===== src/rtl/command_issuer_pkg.sv =====
// Shared command types for the command/syscall interface: command layout,
// opcode encodings and the issuer FSM state encoding.
package alu_cmd_pkg;

   // 12-bit command word: {op[11:9], addr1[8:6], addr2[5:3], addr3[2:0]}
   typedef struct packed {
      logic [2:0] op;
      logic [2:0] addr1;
      logic [2:0] addr2;
      logic [2:0] addr3;
   } cmd_t;

   localparam logic [2:0] OP_ADD = 3'b000;
   localparam logic [2:0] OP_SUB = 3'b001;
   localparam logic [2:0] OP_AND = 3'b010;
   localparam logic [2:0] OP_OR  = 3'b011;
   localparam logic [2:0] OP_XOR = 3'b100;
   localparam logic [2:0] OP_MOV = 3'b101;
   localparam logic [2:0] OP_LD  = 3'b110;
   localparam logic [2:0] OP_CAS = 3'b111;

   typedef enum logic [1:0] {
      IDLE  = 2'd0,
      ISSUE = 2'd1,
      HOLD  = 2'd2,
      WAIT  = 2'd3
   } issuer_state_e;

endpackage


===== src/rtl/command_issuer_if.sv =====
// Bus bundle between the host/sequencer, the issuer and the controller.
//
// Handshakes:
//   host -> issuer : a command transfers on a rising clk edge where
//                    in_valid && in_ready; in_ready depends only on registered
//                    state, never on in_valid. flush discards all queued entries.
//   issuer -> ctrl : syscall is a one-cycle pulse marking a new command; command
//                    stays stable until the controller raises ctrl_ready, which is
//                    only honoured after the minimum hold window has elapsed.
interface command_issuer_if #(
   parameter int DEPTH = 4
);
   logic                     in_valid;
   logic [11:0]              in_cmd;
   logic                     in_ready;
   logic                     flush;
   logic [11:0]              command;
   logic                     syscall;
   logic                     ctrl_ready;
   logic                     busy;
   logic [$clog2(DEPTH):0]   fifo_count;
   logic [15:0]              issued_count;
   logic                     timeout_err;

   // issuer side
   modport master (
      input  in_valid, in_cmd, flush, ctrl_ready,
      output in_ready, command, syscall, busy, fifo_count, issued_count, timeout_err
   );

   // host/controller side
   modport slave (
      output in_valid, in_cmd, flush, ctrl_ready,
      input  in_ready, command, syscall, busy, fifo_count, issued_count, timeout_err
   );
endinterface


===== src/rtl/command_issuer_fifo.sv =====
// Small synchronous FIFO holding queued host commands. Push is gated by the
// registered not-full flag; flush empties the queue and drops a same-cycle push.
module cmd_fifo #(
   parameter int DEPTH = 4,
   parameter int W     = 12
) (
   input  logic                   clk,
   input  logic                   rst_n,
   input  logic                   i_push,
   input  logic [W-1:0]           i_data,
   input  logic                   i_pop,
   input  logic                   i_flush,
   output logic [W-1:0]           o_data,
   output logic [$clog2(DEPTH):0] o_count,
   output logic                   o_ready
);
   localparam int AW = $clog2(DEPTH);
   localparam int CW = AW + 1;

   logic [W-1:0]  r_mem [DEPTH];
   logic [AW-1:0] r_wr;
   logic [AW-1:0] r_rd;
   logic [CW-1:0] r_count;
   logic          w_push;

   // full-ness comes from the registered count, so a pop never frees a slot
   // for a push in the same cycle
   assign o_ready = (r_count < CW'(DEPTH));
   assign w_push  = i_push && o_ready;
   assign o_data  = r_mem[r_rd];
   assign o_count = r_count;

   // storage write; a flushed push never lands
   always_ff @(posedge clk) begin
      if (w_push && !i_flush) r_mem[r_wr] <= i_data;
   end

   // pointer and occupancy bookkeeping; pointers wrap naturally at DEPTH
   always_ff @(posedge clk or negedge rst_n) begin
      if (!rst_n) begin
         r_wr    <= '0;
         r_rd    <= '0;
         r_count <= '0;
      end else if (i_flush) begin
         r_wr    <= '0;
         r_rd    <= '0;
         r_count <= '0;
      end else begin
         if (w_push) r_wr <= r_wr + 1'b1;
         if (i_pop)  r_rd <= r_rd + 1'b1;
         case ({w_push, i_pop})
            2'b10:   r_count <= r_count + 1'b1;
            2'b01:   r_count <= r_count - 1'b1;
            default: r_count <= r_count;
         endcase
      end
   end
endmodule


===== src/rtl/command_issuer.sv =====
// Initiator side of the command/syscall interface: queues host commands and
// issues them one at a time with a one-cycle syscall pulse, a minimum hold
// window (longer for CAS) and a bounded wait for ctrl_ready.
module command_issuer
   import alu_cmd_pkg::*;
#(
   parameter int         DEPTH      = 4,
   parameter logic [2:0] CAS_OPCODE = OP_CAS,
   parameter int         HOLD_ALU   = 1,
   parameter int         HOLD_CAS   = 2,
   parameter int         TIMEOUT    = 15
) (
   input  logic             clk,
   input  logic             rst_n,
   command_issuer_if.master bus,
   output issuer_state_e    o_dbg_state
);
   localparam int HMAX = (HOLD_CAS > HOLD_ALU) ? HOLD_CAS : HOLD_ALU;
   localparam int HW   = ($clog2(HMAX + 1) > 0) ? $clog2(HMAX + 1) : 1;
   localparam int TW   = ($clog2(TIMEOUT + 1) > 0) ? $clog2(TIMEOUT + 1) : 1;

   issuer_state_e          r_state;
   issuer_state_e          w_next;
   cmd_t                   r_command;
   logic                   r_syscall;
   logic                   r_busy;
   logic [15:0]            r_issued;
   logic                   r_terr;
   logic [HW-1:0]          r_hold;
   logic [HW-1:0]          w_hold_nxt;
   logic [TW-1:0]          r_tmo;
   logic [TW-1:0]          w_tmo_nxt;
   logic                   w_pop;
   logic                   w_done;
   logic                   w_tmo_fire;
   logic [11:0]            w_head;
   logic [$clog2(DEPTH):0] w_count;
   logic                   w_in_ready;

   cmd_fifo #(.DEPTH(DEPTH), .W(12)) u_fifo (
      .clk     (clk),
      .rst_n   (rst_n),
      .i_push  (bus.in_valid),
      .i_data  (bus.in_cmd),
      .i_pop   (w_pop),
      .i_flush (bus.flush),
      .o_data  (w_head),
      .o_count (w_count),
      .o_ready (w_in_ready)
   );

   assign bus.in_ready     = w_in_ready;
   assign bus.fifo_count   = w_count;
   assign bus.command      = r_command;
   assign bus.syscall      = r_syscall;
   assign bus.busy         = r_busy;
   assign bus.issued_count = r_issued;
   assign bus.timeout_err  = r_terr;
   assign o_dbg_state      = r_state;

   // next-state, hold/timeout counter updates and pop/complete strobes
   always_comb begin
      w_next     = r_state;
      w_pop      = 1'b0;
      w_hold_nxt = r_hold;
      w_tmo_nxt  = r_tmo;
      w_done     = 1'b0;
      w_tmo_fire = 1'b0;
      case (r_state)
         IDLE: begin
            if (w_count != '0) begin
               w_pop  = 1'b1;
               w_next = ISSUE;
            end
         end
         ISSUE: begin
            w_hold_nxt = (r_command.op == CAS_OPCODE) ? HW'(HOLD_CAS) : HW'(HOLD_ALU);
            w_next     = HOLD;
         end
         HOLD: begin
            // ctrl_ready is deliberately ignored until the hold window expires
            w_hold_nxt = r_hold - 1'b1;
            if (r_hold <= HW'(1)) begin
               w_next    = WAIT;
               w_tmo_nxt = TW'(TIMEOUT);
            end
         end
         WAIT: begin
            if (bus.ctrl_ready) begin
               w_done = 1'b1;
               w_next = IDLE;
            end else if (r_tmo == '0) begin
               w_tmo_fire = 1'b1;
               w_next     = IDLE;
            end else begin
               w_tmo_nxt = r_tmo - 1'b1;
            end
         end
         default: w_next = IDLE;
      endcase
   end

   // state, counters and registered interface outputs
   always_ff @(posedge clk or negedge rst_n) begin
      if (!rst_n) begin
         r_state   <= IDLE;
         r_command <= '0;
         r_syscall <= 1'b0;
         r_busy    <= 1'b0;
         r_issued  <= '0;
         r_terr    <= 1'b0;
         r_hold    <= '0;
         r_tmo     <= '0;
      end else begin
         r_state   <= w_next;
         r_hold    <= w_hold_nxt;
         r_tmo     <= w_tmo_nxt;
         r_syscall <= (w_next == ISSUE);
         r_busy    <= (w_next != IDLE);
         // command is only replaced by the next pop, so it stays put in IDLE
         if (w_pop)      r_command <= w_head;
         if (w_done)     r_issued  <= r_issued + 16'd1;
         if (w_tmo_fire) r_terr    <= 1'b1;
      end
   end
endmodule


===== src/flat_wrapper.sv =====
// flat-port wrapper written by rule: the top's interface ports become plain ports
module command_issuer_flat import alu_cmd_pkg::*;
#(
   parameter int         DEPTH      = 4,
   parameter logic [2:0] CAS_OPCODE = OP_CAS,
   parameter int         HOLD_ALU   = 1,
   parameter int         HOLD_CAS   = 2,
   parameter int         TIMEOUT    = 15
)
  (clk, rst_n, o_dbg_state, bus_in_valid, bus_in_cmd, bus_flush, bus_ctrl_ready, bus_in_ready, bus_command, bus_syscall, bus_busy, bus_fifo_count, bus_issued_count, bus_timeout_err);
  command_issuer_if #(.DEPTH(DEPTH)) bus_i ();
  input  logic clk;
  input  logic rst_n;
  output issuer_state_e o_dbg_state;
  input wire logic [$bits(bus_i.in_valid)-1:0] bus_in_valid;
  input wire logic [$bits(bus_i.in_cmd)-1:0] bus_in_cmd;
  input wire logic [$bits(bus_i.flush)-1:0] bus_flush;
  input wire logic [$bits(bus_i.ctrl_ready)-1:0] bus_ctrl_ready;
  output wire logic [$bits(bus_i.in_ready)-1:0] bus_in_ready;
  output wire logic [$bits(bus_i.command)-1:0] bus_command;
  output wire logic [$bits(bus_i.syscall)-1:0] bus_syscall;
  output wire logic [$bits(bus_i.busy)-1:0] bus_busy;
  output wire logic [$bits(bus_i.fifo_count)-1:0] bus_fifo_count;
  output wire logic [$bits(bus_i.issued_count)-1:0] bus_issued_count;
  output wire logic [$bits(bus_i.timeout_err)-1:0] bus_timeout_err;
  assign bus_i.in_valid = bus_in_valid;
  assign bus_i.in_cmd = bus_in_cmd;
  assign bus_i.flush = bus_flush;
  assign bus_i.ctrl_ready = bus_ctrl_ready;
  assign bus_in_ready = bus_i.in_ready;
  assign bus_command = bus_i.command;
  assign bus_syscall = bus_i.syscall;
  assign bus_busy = bus_i.busy;
  assign bus_fifo_count = bus_i.fifo_count;
  assign bus_issued_count = bus_i.issued_count;
  assign bus_timeout_err = bus_i.timeout_err;
  command_issuer #(.DEPTH(DEPTH), .CAS_OPCODE(CAS_OPCODE), .HOLD_ALU(HOLD_ALU), .HOLD_CAS(HOLD_CAS), .TIMEOUT(TIMEOUT)) u_core (.clk(clk), .rst_n(rst_n), .bus(bus_i), .o_dbg_state(o_dbg_state));
endmodule

===== config.mk =====
export PLATFORM = sky130hd
export DESIGN_NAME = command_issuer_flat
export DESIGN_NICKNAME = d
export VERILOG_FILES = /design/src/rtl/command_issuer_pkg.sv /design/src/rtl/command_issuer_if.sv /design/src/rtl/command_issuer_fifo.sv /design/src/rtl/command_issuer.sv /design/src/flat_wrapper.sv
export SDC_FILE = /design/constraint.sdc
export NUM_CORES = 1
export LEC_CHECK = 0
export CELL_PAD_IN_SITES_DETAIL_PLACEMENT = 1
export CELL_PAD_IN_SITES_GLOBAL_PLACEMENT = 1
export CORE_ASPECT_RATIO = 0.9
export CORE_MARGIN = 2
export CORE_UTILIZATION = 35
export DETAILED_ROUTE_END_ITERATION = 10
export GPL_TIMING_DRIVEN = 1
export PLACE_DENSITY_LB_ADDON = 0.1
export SLEW_MARGIN = 20
export SYNTH_ARGS = -nofsm -noshare
export SYNTH_HDL_FRONTEND = slang
export SYNTH_HIERARCHICAL = 1
export SYNTH_SLANG_ARGS = --single-unit
export TNS_END_PERCENT = 20

===== constraint.sdc =====
create_clock -name clk -period 3.4 [get_ports clk]
set_input_delay 0.68 -clock clk [delete_from_list [all_inputs] [get_ports clk]]
set_output_delay 0.68 -clock clk [all_outputs]
set_load 0.005 [all_outputs]

==> key figures <==
Outcome
  – Status: finished, final reports clean

Critical path
  – Crit-path max FO: 13
  – Startpoint types: flip-flop
  – Reg2Reg Setup Slack: 0.97 ns
  – Arr. time, crit path: 2.69 ns
  – Required time worst endpoint: 3.66 ns
  – CP startpoint: u_core/u_fifo/o_count[2]$_DFFE_PN0P_
  – R2R Path Start: u_core/u_fifo/o_count[2]$_DFFE_PN0P_
  – Worst setup path class: flip-flop to flip-flop
  – Reg-to-reg endpoint: u_core/u_fifo/o_count[2]$_DFFE_PN0P_
  – Reg2Reg Depth: 10
  – CP endpoint: u_core/u_fifo/o_count[2]$_DFFE_PN0P_
  – Critical path endpoint category: flip-flop

STA
  – Final Max Slew Viols: 0
  – Setup TNS: 0 ns
  – Fmax: 411.7 MHz
  – Final setup viols: 0
  – Final hold vios: 0
  – Slew at the pin with the worst max-slew slack: 0.9153 ns
  – Min Tclk post-route: 2.429 ns
  – Clk_skew: 0.006134 ns
  – Slew margin rel.: 38.98%
  – Unrepaired setup endpoints after global routing: no
  – WHS: 0.3784 ns
  – Period utilization: 71.44%

Layout
  – Layout cell share with drive strength beyond 1: 16.26%
  – Nets: 350
  – Final Non-Filler Cells: 482
  – Seq. cell area: 2592 µm²
  – Antenna diode count: 0
  – Fill cell count: 1142
  – P&R area growth vs syn: 24.34%
  – Area of the multi-input gates: 1329 µm²

Power and ir drop
  – VDD IR max: 259.3 µV
  – Leak: 1.911 nW
  – PwrDens: 750.1 nW/µm²
  – Overall power: 3.754 mW

Flow run
  – Max cap viols: 0

Clock network
  – Bufs on Longest Clock Path: 2
  – Root buffer cell: clkbuf_16
  – CTS Buf Count: 9
  – Worst-path clk slew: 0.06 ns
  – CTS tree: done
  – Clock sink count: 94
  – Post-cts sizing count: 0
  – Cts-stage hold buffer count: 0
  – Post-CTS setup buffer count: 0
  – H-tree depth: 3
  – Clock latency at the later pin of the worst-skew pair: 0.34 ns

Floorplanning
  – Io pins: 54
  – Starting Density: 35.49%
  – Die height: 105.7 µm
  – DIE WIDTH: 117.0 µm
  – Die area: 12380 µm²
  – Rows: 37
  – Core box area: 11340 µm²

Drt
  – Post-route ant nets: 0
  – Initial drt markers: 73
  – Via count: 2266
  – Detailed-route wire length per cell: 15.68 µm
  – Via density: 4.701
  – DRC violation count after routing: 0
  – DR pass1 iterations: 4
  – Detailed Route WL: 7556 µm

Synth
  – Yosys cell types: 45
  – Top-count cell post-synth: edfxtp_1
  – Synth top area cells: edfxtp_1 36%, dfrtp_1 29%, mux4_2 6.7%, mux2_2 4.2%, ha_1 3.4%
  – Synth top cells by count: 48 x edfxtp_1, 46 x dfrtp_1, 15 x mux2_2, 15 x nor2_1, 14 x inv_1
  – Largest area contributor in the netlist: edfxtp_1
  – Mapped Cells: 262
  – Post-Syn Nets: 291
  – Ys flop type: edfxtp_1
  – Top-area cell type share of the netlist area: 35.81%
  – Mean post-synth cell area: 15.36 µm²
  – Async S/R FF share, synth: 48.94%
  – Register area share after synthesis: 64.41%
  – Yosys warnings: 6
  – EDFF count, synth: 48
  – FF+latch count, synth: 94
  – Mapped cell area: 4025 µm²

GRT
  – First-pass GRT wire length: 12460 µm
  – Initial antenna violation count: 0
  – Vias in the first global route: 2389
  – Global route overflow: 0
  – Largest net degree at the start of global routing: 29
  – GRT Total Usage: 13.71%

Hold path
  – Worst Hold Class: input port to asynchronous set/reset pin

Placement
  – DP Cell Count: 466
  – Final Wtd Congestion: 0.7570
  – Buffers on Ports: 53
  – Post-DP HPWL: 5259 µm
==> metal layers <==
| layer | track usage [%] | vias to the layer above | part of all wire, % |
|---|---|---|---|
| li1 | - | 1064 | - |
| met1 | 18.01 | 1150 | 48 |
| met2 | 21.10 | 42 | 47 |
| met3 | 4.600 | 10 | 3.8 |
| met4 | 5.042 | 0 | 1.7 |
| met5 | 0 | - | 0 |
==> layout make-up <==
cell class	count	share of cell area (%)
multi-input combinational	147	26.55
tap	156	3.900
inverter	14	1.050
sequential	94	51.80
timing repair buffer	55	10.80
clock inverter	3	0.9000
clock buffer	13	5.000
==> report_power, final <==
group | switching [mW] | leakage [nW] | internal (mW)
clock | 0.400 | 0.136 | 0.591
combinational | 0.463 | 0.773 | 0.671
sequential | 0.214 | 1.00 | 1.42
==> metrics by stage <==
step	cell area [µm²]	utilization, %	worst slack [ns]
2_1_floorplan	4025	-	1.178
3_3_place_gp	4710	41.52	0.7785
3_5_place_dp	4710	41.52	0.7073
4_1_cts	5005	44.13	0.9257
5_1_grt	5005	44.13	0.6407
6_report	5005	44.13	0.9709
==> registers in the layout, summed over array words and instances, names as in the netlist <==
name,cells
u_core/u_fifo/r_mem,48
u_core/bus.issued_count,16
u_core/bus.command,12
u_core/r_tmo,4
u_core/u_fifo/o_count,3
u_core/o_dbg_state,2
u_core/r_hold,2
u_core/u_fifo/r_rd,2
u_core/u_fifo/r_wr,2
u_core/bus.busy,1
u_core/bus.syscall,1
u_core/bus.timeout_err,1
==> worst min-delay path by stage <==
| stage | slack (ns) | end | cells past startpoint |
|---|---|---|---|
| detailed placement | 0.46 | u_core/bus.timeout_err$_DFFE_PN0P_ | 2 |
| global placement | 0.46 | u_core/bus.issued_count[15]$_DFFE_PN0P_ | 1 |
| floorplan | 0.38 | u_core/bus.busy$_DFF_PN0_ | 0 |
| global route | 0.43 | u_core/bus.command[3]$_DFFE_PN0P_ | 1 |
| finish | 0.38 | u_core/bus.command[3]$_DFFE_PN0P_ | 1 |
| CTS | 0.41 | u_core/bus.command[8]$_DFFE_PN0P_ | 1 |
==> critical path, cell delays in order, from the launching register on <==
cell and delay, ns:
dfrtp_1 0.49, nor3_1 0.23, nand2b_1 0.14, buf_4 0.24, inv_1 0.18, inv_1 0.11, nor2_1 0.06, fa_1 0.37
nor4b_1 0.32, a21oi_1 0.07, a21oi_1 0.15
==> kinds of logic (layout without fill, tap and decap cells) <==
group | Yosys count | after routing | synth area share, %
flip-flops | 94 | 94 | 64.41
AND/OR/NAND/NOR | 65 | 65 | 9.512
multiplexers | 31 | 31 | 12.03
buffers and inverters | 21 | 85 | 2.580
XOR/XNOR | 20 | 20 | 4.539
AO/OA/AOI/OAI | 19 | 19 | 3.015
adder cells (fa/ha/maj) | 12 | 12 | 3.917
==> placed cells by master (no fill, tap or decap), drive strengths merged, types with 4 or more instances in the layout <==
master and count:
clkdlybuf4s50 52, edfxtp 48, dfrtp 46, mux2 16, nor2 15, inv 14
xnor2 13, clkbuf 13, mux4 12, ha 11, nand2 11, nand3 8
xor2 7, a21oi 7, nor2b 5, o31ai 4, nand2b 4, and2 4
nor3 4
(Power assumes the default switching activity.)
